==> src/rtl/riscv_pkg.sv <==
// Shared constants for the multi-cycle RV32I-subset controller: opcodes,
// ALUOp codes, FSM state encoding and trap causes.
package riscv_pkg;

  localparam logic [6:0] OP_R      = 7'b0110011;
  localparam logic [6:0] OP_LOAD   = 7'b0000011;
  localparam logic [6:0] OP_IMM    = 7'b0010011;
  localparam logic [6:0] OP_STORE  = 7'b0100011;
  localparam logic [6:0] OP_BRANCH = 7'b1100011;

  localparam logic [3:0] ALU_ADD  = 4'b0000;
  localparam logic [3:0] ALU_SUB  = 4'b0001;
  localparam logic [3:0] ALU_AND  = 4'b0010;
  localparam logic [3:0] ALU_OR   = 4'b0011;
  localparam logic [3:0] ALU_SRL  = 4'b0110;
  localparam logic [3:0] ALU_ANDI = 4'b1010;

  typedef enum logic [2:0] {
    S_FETCH   = 3'd0,
    S_DECODE  = 3'd1,
    S_EXECUTE = 3'd2,
    S_MEM     = 3'd3,
    S_WB      = 3'd4,
    S_TRAP    = 3'd5
  } state_t;

  typedef enum logic [2:0] {
    CLS_R, CLS_IMM, CLS_LOAD, CLS_STORE, CLS_BRANCH
  } iclass_t;

  localparam logic [1:0] TRAP_NONE        = 2'b00;
  localparam logic [1:0] TRAP_ILLEGAL     = 2'b01;
  localparam logic [1:0] TRAP_MEM_TIMEOUT = 2'b10;

endpackage

==> src/rtl/multicycle_controller_if.sv <==
// Shared instruction/data memory handshake; the controller is the master.
interface multicycle_controller_if;
  logic mem_req;
  logic mem_we;
  logic mem_addr_sel;
  logic mem_ready;

  modport master (output mem_req, output mem_we, output mem_addr_sel, input mem_ready);
  modport slave  (input mem_req, input mem_we, input mem_addr_sel, output mem_ready);
endinterface

==> src/rtl/alu_op_decoder.sv <==
// Combinational instruction classifier: opcode/funct3/funct7 -> class, ALUOp,
// illegal flag. Any sub-encoding outside the supported subset is illegal.
module alu_op_decoder
  import riscv_pkg::*;
(
  input  logic [6:0] opcode,
  input  logic [2:0] funct3,
  input  logic [6:0] funct7,
  output iclass_t    iclass,
  output logic [3:0] alu_op,
  output logic       illegal
);

  always_comb begin
    iclass  = CLS_R;
    alu_op  = ALU_ADD;
    illegal = 1'b0;
    case (opcode)
      OP_R: begin
        iclass = CLS_R;
        case ({funct7, funct3})
          {7'b0000000, 3'b000}: alu_op = ALU_ADD;
          {7'b0100000, 3'b000}: alu_op = ALU_SUB;
          {7'b0000000, 3'b111}: alu_op = ALU_AND;
          {7'b0000000, 3'b110}: alu_op = ALU_OR;
          {7'b0000000, 3'b101}: alu_op = ALU_SRL;
          default:              illegal = 1'b1;
        endcase
      end
      OP_IMM: begin
        // funct7 carries immediate bits here, so it is not decoded
        iclass = CLS_IMM;
        case (funct3)
          3'b000:  alu_op = ALU_ADD;
          3'b111:  alu_op = ALU_ANDI;
          default: illegal = 1'b1;
        endcase
      end
      OP_LOAD: begin
        iclass  = CLS_LOAD;
        illegal = (funct3 != 3'b010);
      end
      OP_STORE: begin
        iclass  = CLS_STORE;
        illegal = (funct3 != 3'b010);
      end
      OP_BRANCH: begin
        iclass  = CLS_BRANCH;
        alu_op  = ALU_SUB;
        illegal = (funct3[2:1] != 2'b00);
      end
      default: illegal = 1'b1;
    endcase
  end

endmodule

==> src/rtl/multicycle_controller.sv <==
// Multi-cycle sequencing FSM with memory handshake, illegal/timeout traps.
// Optional performance counters are built when MC_PERF_CNT_EN is defined.
module multicycle_controller
  import riscv_pkg::*;
#(
  parameter int MEM_TIMEOUT = 15
) (
  input  logic                    clk,
  input  logic                    rst,
  multicycle_controller_if.master mem,
  input  logic [6:0]              opcode,
  input  logic [2:0]              funct3,
  input  logic [6:0]              funct7,
  input  logic                    zero,
  output logic                    ir_write,
  output logic                    pc_write,
  output logic                    pc_src,
  output logic                    reg_write,
  output logic                    mem_to_reg,
  output logic                    alu_src,
  output logic [3:0]              alu_op,
  output logic                    instr_retired,
  output logic                    trap,
  output logic [1:0]              trap_cause,
`ifdef MC_PERF_CNT_EN
  output logic [31:0]             cycle_cnt,
  output logic [31:0]             instret_cnt,
`endif
  output logic [2:0]              state
);

  localparam int CW = (MEM_TIMEOUT > 1) ? $clog2(MEM_TIMEOUT) : 1;
  localparam logic [CW-1:0] TO_LAST = CW'(MEM_TIMEOUT - 1);

  state_t        st;
  iclass_t       iclass;
  logic [3:0]    dec_alu_op;
  logic          illegal;
  logic [CW-1:0] wait_cnt;
  logic          trap_q;
  logic [1:0]    cause_q;
  logic          waiting, timeout, taken;

  alu_op_decoder u_dec (
    .opcode  (opcode),
    .funct3  (funct3),
    .funct7  (funct7),
    .iclass  (iclass),
    .alu_op  (dec_alu_op),
    .illegal (illegal)
  );

  // Ready wins over timeout: the watchdog only fires on a cycle still waiting.
  assign waiting = ((st == S_FETCH) || (st == S_MEM)) && !mem.mem_ready;
  assign timeout = waiting && (MEM_TIMEOUT != 0) && (wait_cnt == TO_LAST);
  assign taken   = zero ^ funct3[0];

  always_ff @(posedge clk) begin
    if (rst) begin
      st       <= S_FETCH;
      wait_cnt <= '0;
      trap_q   <= 1'b0;
      cause_q  <= TRAP_NONE;
    end else begin
      wait_cnt <= waiting ? wait_cnt + 1'b1 : '0;
      case (st)
        S_FETCH:
          if (mem.mem_ready) st <= S_DECODE;
          else if (timeout) begin
            st <= S_TRAP; trap_q <= 1'b1; cause_q <= TRAP_MEM_TIMEOUT;
          end
        S_DECODE:
          if (illegal) begin
            st <= S_TRAP; trap_q <= 1'b1; cause_q <= TRAP_ILLEGAL;
          end else st <= S_EXECUTE;
        S_EXECUTE:
          if (iclass == CLS_LOAD || iclass == CLS_STORE) st <= S_MEM;
          else if (iclass == CLS_BRANCH)                 st <= S_FETCH;
          else                                           st <= S_WB;
        S_MEM:
          if (mem.mem_ready) st <= (iclass == CLS_STORE) ? S_FETCH : S_WB;
          else if (timeout) begin
            st <= S_TRAP; trap_q <= 1'b1; cause_q <= TRAP_MEM_TIMEOUT;
          end
        S_WB:    st <= S_FETCH;
        default: st <= S_TRAP;
      endcase
    end
  end

  // Outputs decode the registered state; rst forces them low immediately so a
  // withdrawn request is visible in the very cycle reset is applied.
  always_comb begin
    mem.mem_req      = 1'b0;
    mem.mem_we       = 1'b0;
    mem.mem_addr_sel = 1'b0;
    ir_write         = 1'b0;
    pc_write         = 1'b0;
    pc_src           = 1'b0;
    reg_write        = 1'b0;
    mem_to_reg       = 1'b0;
    alu_src          = 1'b0;
    alu_op           = ALU_ADD;
    instr_retired    = 1'b0;
    if (!rst) begin
      case (st)
        S_FETCH: begin
          mem.mem_req = 1'b1;
          ir_write    = mem.mem_ready;
          pc_write    = mem.mem_ready;
        end
        S_EXECUTE: begin
          alu_op  = dec_alu_op;
          alu_src = (iclass == CLS_IMM) || (iclass == CLS_LOAD) || (iclass == CLS_STORE);
          if (iclass == CLS_BRANCH) begin
            pc_src        = 1'b1;
            pc_write      = taken;
            instr_retired = 1'b1;
          end
        end
        S_MEM: begin
          mem.mem_req      = 1'b1;
          mem.mem_addr_sel = 1'b1;
          mem.mem_we       = (iclass == CLS_STORE);
          instr_retired    = (iclass == CLS_STORE) && mem.mem_ready;
        end
        S_WB: begin
          reg_write     = 1'b1;
          mem_to_reg    = (iclass == CLS_LOAD);
          instr_retired = 1'b1;
        end
        default: ;
      endcase
    end
  end

  assign trap       = trap_q && !rst;
  assign trap_cause = rst ? TRAP_NONE : cause_q;
  assign state      = rst ? S_FETCH : st;

`ifdef MC_PERF_CNT_EN
  logic [31:0] cyc_q, ret_q;

  always_ff @(posedge clk) begin
    if (rst) begin
      cyc_q <= '0;
      ret_q <= '0;
    end else begin
      if (st != S_TRAP) cyc_q <= cyc_q + 32'd1;
      if (instr_retired) ret_q <= ret_q + 32'd1;
    end
  end

  assign cycle_cnt   = rst ? '0 : cyc_q;
  assign instret_cnt = rst ? '0 : ret_q;
`endif

endmodule

==> src/flat_wrapper.sv <==
// flat-port wrapper written by rule: the top's interface ports become plain ports
module multicycle_controller_flat import riscv_pkg::*;
#(
  parameter int MEM_TIMEOUT = 15
)
  (clk, rst, opcode, funct3, funct7, zero, ir_write, pc_write, pc_src, reg_write, mem_to_reg, alu_src, alu_op, instr_retired, trap, trap_cause, state, mem_mem_req, mem_mem_we, mem_mem_addr_sel, mem_mem_ready);
  multicycle_controller_if mem_i ();
  input  logic clk;
  input  logic rst;
  input  logic [6:0] opcode;
  input  logic [2:0] funct3;
  input  logic [6:0] funct7;
  input  logic zero;
  output logic ir_write;
  output logic pc_write;
  output logic pc_src;
  output logic reg_write;
  output logic mem_to_reg;
  output logic alu_src;
  output logic [3:0] alu_op;
  output logic instr_retired;
  output logic trap;
  output logic [1:0] trap_cause;
  output logic [2:0] state;
  output wire logic [$bits(mem_i.mem_req)-1:0] mem_mem_req;
  output wire logic [$bits(mem_i.mem_we)-1:0] mem_mem_we;
  output wire logic [$bits(mem_i.mem_addr_sel)-1:0] mem_mem_addr_sel;
  input wire logic [$bits(mem_i.mem_ready)-1:0] mem_mem_ready;
  assign mem_mem_req = mem_i.mem_req;
  assign mem_mem_we = mem_i.mem_we;
  assign mem_mem_addr_sel = mem_i.mem_addr_sel;
  assign mem_i.mem_ready = mem_mem_ready;
  multicycle_controller #(.MEM_TIMEOUT(MEM_TIMEOUT)) u_core (.clk(clk), .rst(rst), .mem(mem_i), .opcode(opcode), .funct3(funct3), .funct7(funct7), .zero(zero), .ir_write(ir_write), .pc_write(pc_write), .pc_src(pc_src), .reg_write(reg_write), .mem_to_reg(mem_to_reg), .alu_src(alu_src), .alu_op(alu_op), .instr_retired(instr_retired), .trap(trap), .trap_cause(trap_cause), .state(state));
endmodule
==> config.mk <==
export PLATFORM = sky130hd
export DESIGN_NAME = multicycle_controller_flat
export DESIGN_NICKNAME = d
export VERILOG_FILES = /design/src/rtl/riscv_pkg.sv /design/src/rtl/multicycle_controller_if.sv /design/src/rtl/alu_op_decoder.sv /design/src/rtl/multicycle_controller.sv /design/src/flat_wrapper.sv
export SDC_FILE = /design/constraint.sdc
export NUM_CORES = 1
export LEC_CHECK = 0
export ABC_CLOCK_PERIOD_IN_PS = 2000
export CAP_MARGIN = 20
export CORE_ASPECT_RATIO = 0.7
export CORE_MARGIN = 2
export CORE_UTILIZATION = 40
export CTS_CLUSTER_DIAMETER = 60
export DETAILED_ROUTE_END_ITERATION = 8
export PLACE_DENSITY_LB_ADDON = 0.15
export RECOVER_POWER = 100
export REMOVE_ABC_BUFFERS = 1
export SYNTH_ARGS = -nofsm -noshare
export SYNTH_HDL_FRONTEND = slang
export SYNTH_HIERARCHICAL = 1
export SYNTH_SLANG_ARGS = --single-unit
==> constraint.sdc <==
create_clock -name clk -period 2 [get_ports clk]
set_input_delay 0.4 -clock clk [delete_from_list [all_inputs] [get_ports clk]]
set_output_delay 0.4 -clock clk [all_outputs]
set_load 0.1 [all_outputs]
==> impl_summary.md <==
Setup path
For the worst setup path, the data required time is 1600 ps. The worst setup path is captured at an output port. The source of the critical timing path is opcode[2]. Data arrives at the worst endpoint at 1880 ps. The startpoint-to-endpoint class of the critical path is in -> out. The category of the worst setup path launch point is an input port. The worst flop-to-flop path startpoint is u_core/wait_cnt[0]$_SDFF_PP0_.

In this run the worst path has a maximum fanout of 3.

Die
The floorplan step defined a core boundary enclosing 2150 sq um. Measured along the y axis, the die boundary spans 44.0 um. The horizontal die dimension is 61.1 um. The count of boundary I/O pins is 41. The floorplan has 14 rows.

The area of the die is 2680 sq um. For this configuration, the core starts out at a cell density of 42.3%.

Yosys
The number of synthesis warnings is 6. Yosys mapped the design onto 44 distinct sky130hd cell types. The synthesized netlist occupies a cell area of 912 sq um. The synthesized design contains 0 enable-type register cells. For this run, the register share of the synthesized area comes to 21.9%. The proportion of register bits with asynchronous set or reset after synthesis is 0%. The mean area per synthesized cell is 7.30 sq um. The synthesized design contains 10 register bits. The most used flip-flop cell after synthesis is dfxtp_1. After technology mapping, the gate count stands at 125.

Flow run
The max-capacitance violation count is 0.

STA
The top achievable clock speed is 438 MHz. The aggregate negative setup slack is -950 ps. In the post-route analysis, the smallest setup slack over all paths is -283 ps.

Headroom to the max-slew limit came out at 60.5%. The worst clock skew is 5.97 ps. The max-slew violation total from the final report is 0. Setup repair after global routing could not meet its margin everywhere. The final count of hold timing violations was 0.

The slew at the pin closest to its max-slew limit is 587 ps. The smallest clock period supported by the final layout is computed as 2280 ps. Final hold analysis gives a worst-case slack of 499 ps. The ratio of final minimum period to clock period is 114%.

The number of endpoints failing setup at the final stage is 9.

Clocking
The count of H-tree levels built during CTS is 1. After clock tree synthesis, the clock-pin slew on the worst setup and hold paths is 60 ps. The clock sink count is 10. The number of buffers added by the clock tree synthesis step is 3. The tree is rooted in a clkbuf_4.

The buffer depth of the longest clock path is 2. The clock latency on the worst-skew pair is 270 ps. TritonCTS built the clock tree.

Routing
The remaining number of nets flagged by the antenna check after routing is 0. The number of vias in the routed layout is 1413. The final routed DRC violation total is 0. For this block, the routed nets add up to 4690 um of wire. Before antenna repair, the detailed router went through 4 iterations. The via count normalized by instance count is 6.14.

The post-detailed-route wirelength per cell is 20.4 um. The first routing iteration left 149 violations.

Power
The analysis attributes to cell leakage a power of 0.821 nW. The worst-case IR drop observed on VDD is 0.660 mV. Dividing total power by cell area gives a power density of 415 nW/um^2.

Place
The placed standard-cell area is 1770 sq um. Routability-driven placement finished with a final weighted congestion of 0.843. The half-perimeter wire length after detailed placement is 2610 um. The number of I/O port buffers is 40.

GRT
The initial antenna violation count is 0. The global-route usage over all layers is 29.9%. The number of global-route vias before repair is 1255.

The first-pass GRT wire length is 6010 um. The residual overflow from global routing is 0. Entering global routing, the biggest net connects 10 pins.

Finish
Registers take 206 sq um. The share of cells above drive strength 1 is 56.1%. The number of diodes added for antenna fixing is 0.

From synthesis to final layout, the design area changed by 117%. The share of the core filled with cells is 91.8%. The multi-input logic area is 837 sq um. The net count reported at finish is 222. The filler cells instantiated in the layout total 82. The finished cells cover 1980 sq um.

Min path
The worst hold path begins at u_core/wait_cnt[0]$_SDFF_PP0_. The path class of the tightest hold or removal check is reg -> reg.

Outcome
The checks that failed: setup timing. The run finished, with violations left.
-- flip-flops by register name (all words and copies together), names as in the netlist --
register,flops
u_core/st,3
u_core/wait_cnt,4
u_core/trap_q,1
u_core/cause_q,2
-- path summary, 6_finish.rpt --
path	end	cells past startpoint	slack [ps]
min	u_core/wait_cnt[0]$_SDFF_PP0_	1	500
min reg2reg	u_core/wait_cnt[0]$_SDFF_PP0_	1	500
max	pc_write	10	-280
max reg2reg	u_core/st[2]$_SDFF_PP0_	6	220
-- cell type report --
type | count | share of cell area (%)
clock buffers | 4 | 1.83
inverters | 7 | 1.33
multi-input cells | 103 | 42.3
flip-flops and latches | 10 | 10.4
well taps | 32 | 2.02
repair buffers | 74 | 42.1
-- per-stage QoR --
step	instances	total power, W	setup slack [ps]
2_1_floorplan	120	0.000419	-3060
3_5_place_dp	224	0.000604	-593
6_report	230	0.000821	-283
4_1_cts	230	0.000794	-161
5_1_grt	230	0.000852	-349
3_3_place_gp	224	0.000591	-523
-- Yosys cell counts (2+ instances only) --
cell,n,area share [%]
ha_1,2,2.7
nor4_2,2,2.7
and2_1,5,3.4
and3b_1,2,1.9
nor3b_1,3,2.5
dfxtp_1,10,22
o21ai_0,3,1.6
a31oi_1,3,2.1
nand2_1,7,2.9
a21oi_1,5,2.7
nand2b_1,4,2.7
clkbuf_1,2,0.82
xnor2_1,3,2.9
nor3_1,7,3.8
nor2b_1,3,2.1
nand3_1,4,2.2
inv_1,7,2.9
and3_1,5,3.4
nor2_1,22,9.1
buf_4,2,1.6
-- what timing repair did --
action | in CTS | in global routing
hold buffers | 0 | 0
pin swaps | 21 | 18
gates resized for setup | 78 | 31
setup endpoints to repair | 19 | 16
gates cloned | 0 | 0
buffers inserted | 4 | 0
-- per-layer routing --
layer	vias up	GRT usage (%)	wire length, um
met2	144	49.4	2200
met4	0	7.39	235
met3	32	5.97	594
met5	-	0	0
li1	599	-	-
met1	638	39.8	1660
-- cells by family (layout without fill, tap and decap cells) --
| logic type | count (synthesis) | after routing | share of synthesized area [%] |
|---|---|---|---|
| XOR/XNOR | 5 | 5 | 5.63 |
| adder cells (fa/ha/maj) | 2 | 2 | 2.74 |
| flip-flops | 10 | 10 | 21.9 |
| AND/OR/NAND/NOR | 72 | 72 | 44.2 |
| buffers and inverters | 12 | 85 | 5.90 |
| AO/OA/AOI/OAI | 23 | 23 | 18.5 |
| multiplexers | 1 | 1 | 1.10 |
-- worst max-delay path: stages --
cell and delay, ps:
buf_6 90, nor2_4 130, and3_4 230, nand2_4 60, nor2_4 140, buf_6 130
a32oi_2 90, nor4_1 250, buf_4 190, buf_12 160
-- placed cells by master (no fill, tap or decap), types with 2 or more instances in the layout --
cell	instances
a21oi_1	4
a31oi_1	3
and2_1	2
and2_4	3
and3_1	2
and3_4	3
buf_12	20
buf_2	9
buf_4	28
buf_6	9
clkbuf_4	3
dfxtp_1	7
dfxtp_2	2
dlygate4sd2_1	3
ha_1	2
inv_1	7
nand2_1	6
nand2b_1	2
nand2b_4	2
nand3_1	3
nor2_1	18
nor2_2	2
nor2_4	2
nor3_1	3
nor3_2	2
nor3_4	3
nor3b_1	2
o21ai_0	3
xnor2_1	2
-- where the power goes --
| part | total, W | switching, W | leakage, nW | internal (W) |
|---|---|---|---|---|
| combinational | 0.000408 | 0.000246 | 0.717 | 0.000162 |
| sequential | 0.000229 | 0.0000172 | 0.0829 | 0.000212 |
| clock | 0.000184 | 0.0000729 | 0.0210 | 0.000111 |
| total | 0.000821 | 0.000336 | 0.821 | 0.000485 |
Power figures use the tool's default switching activity.
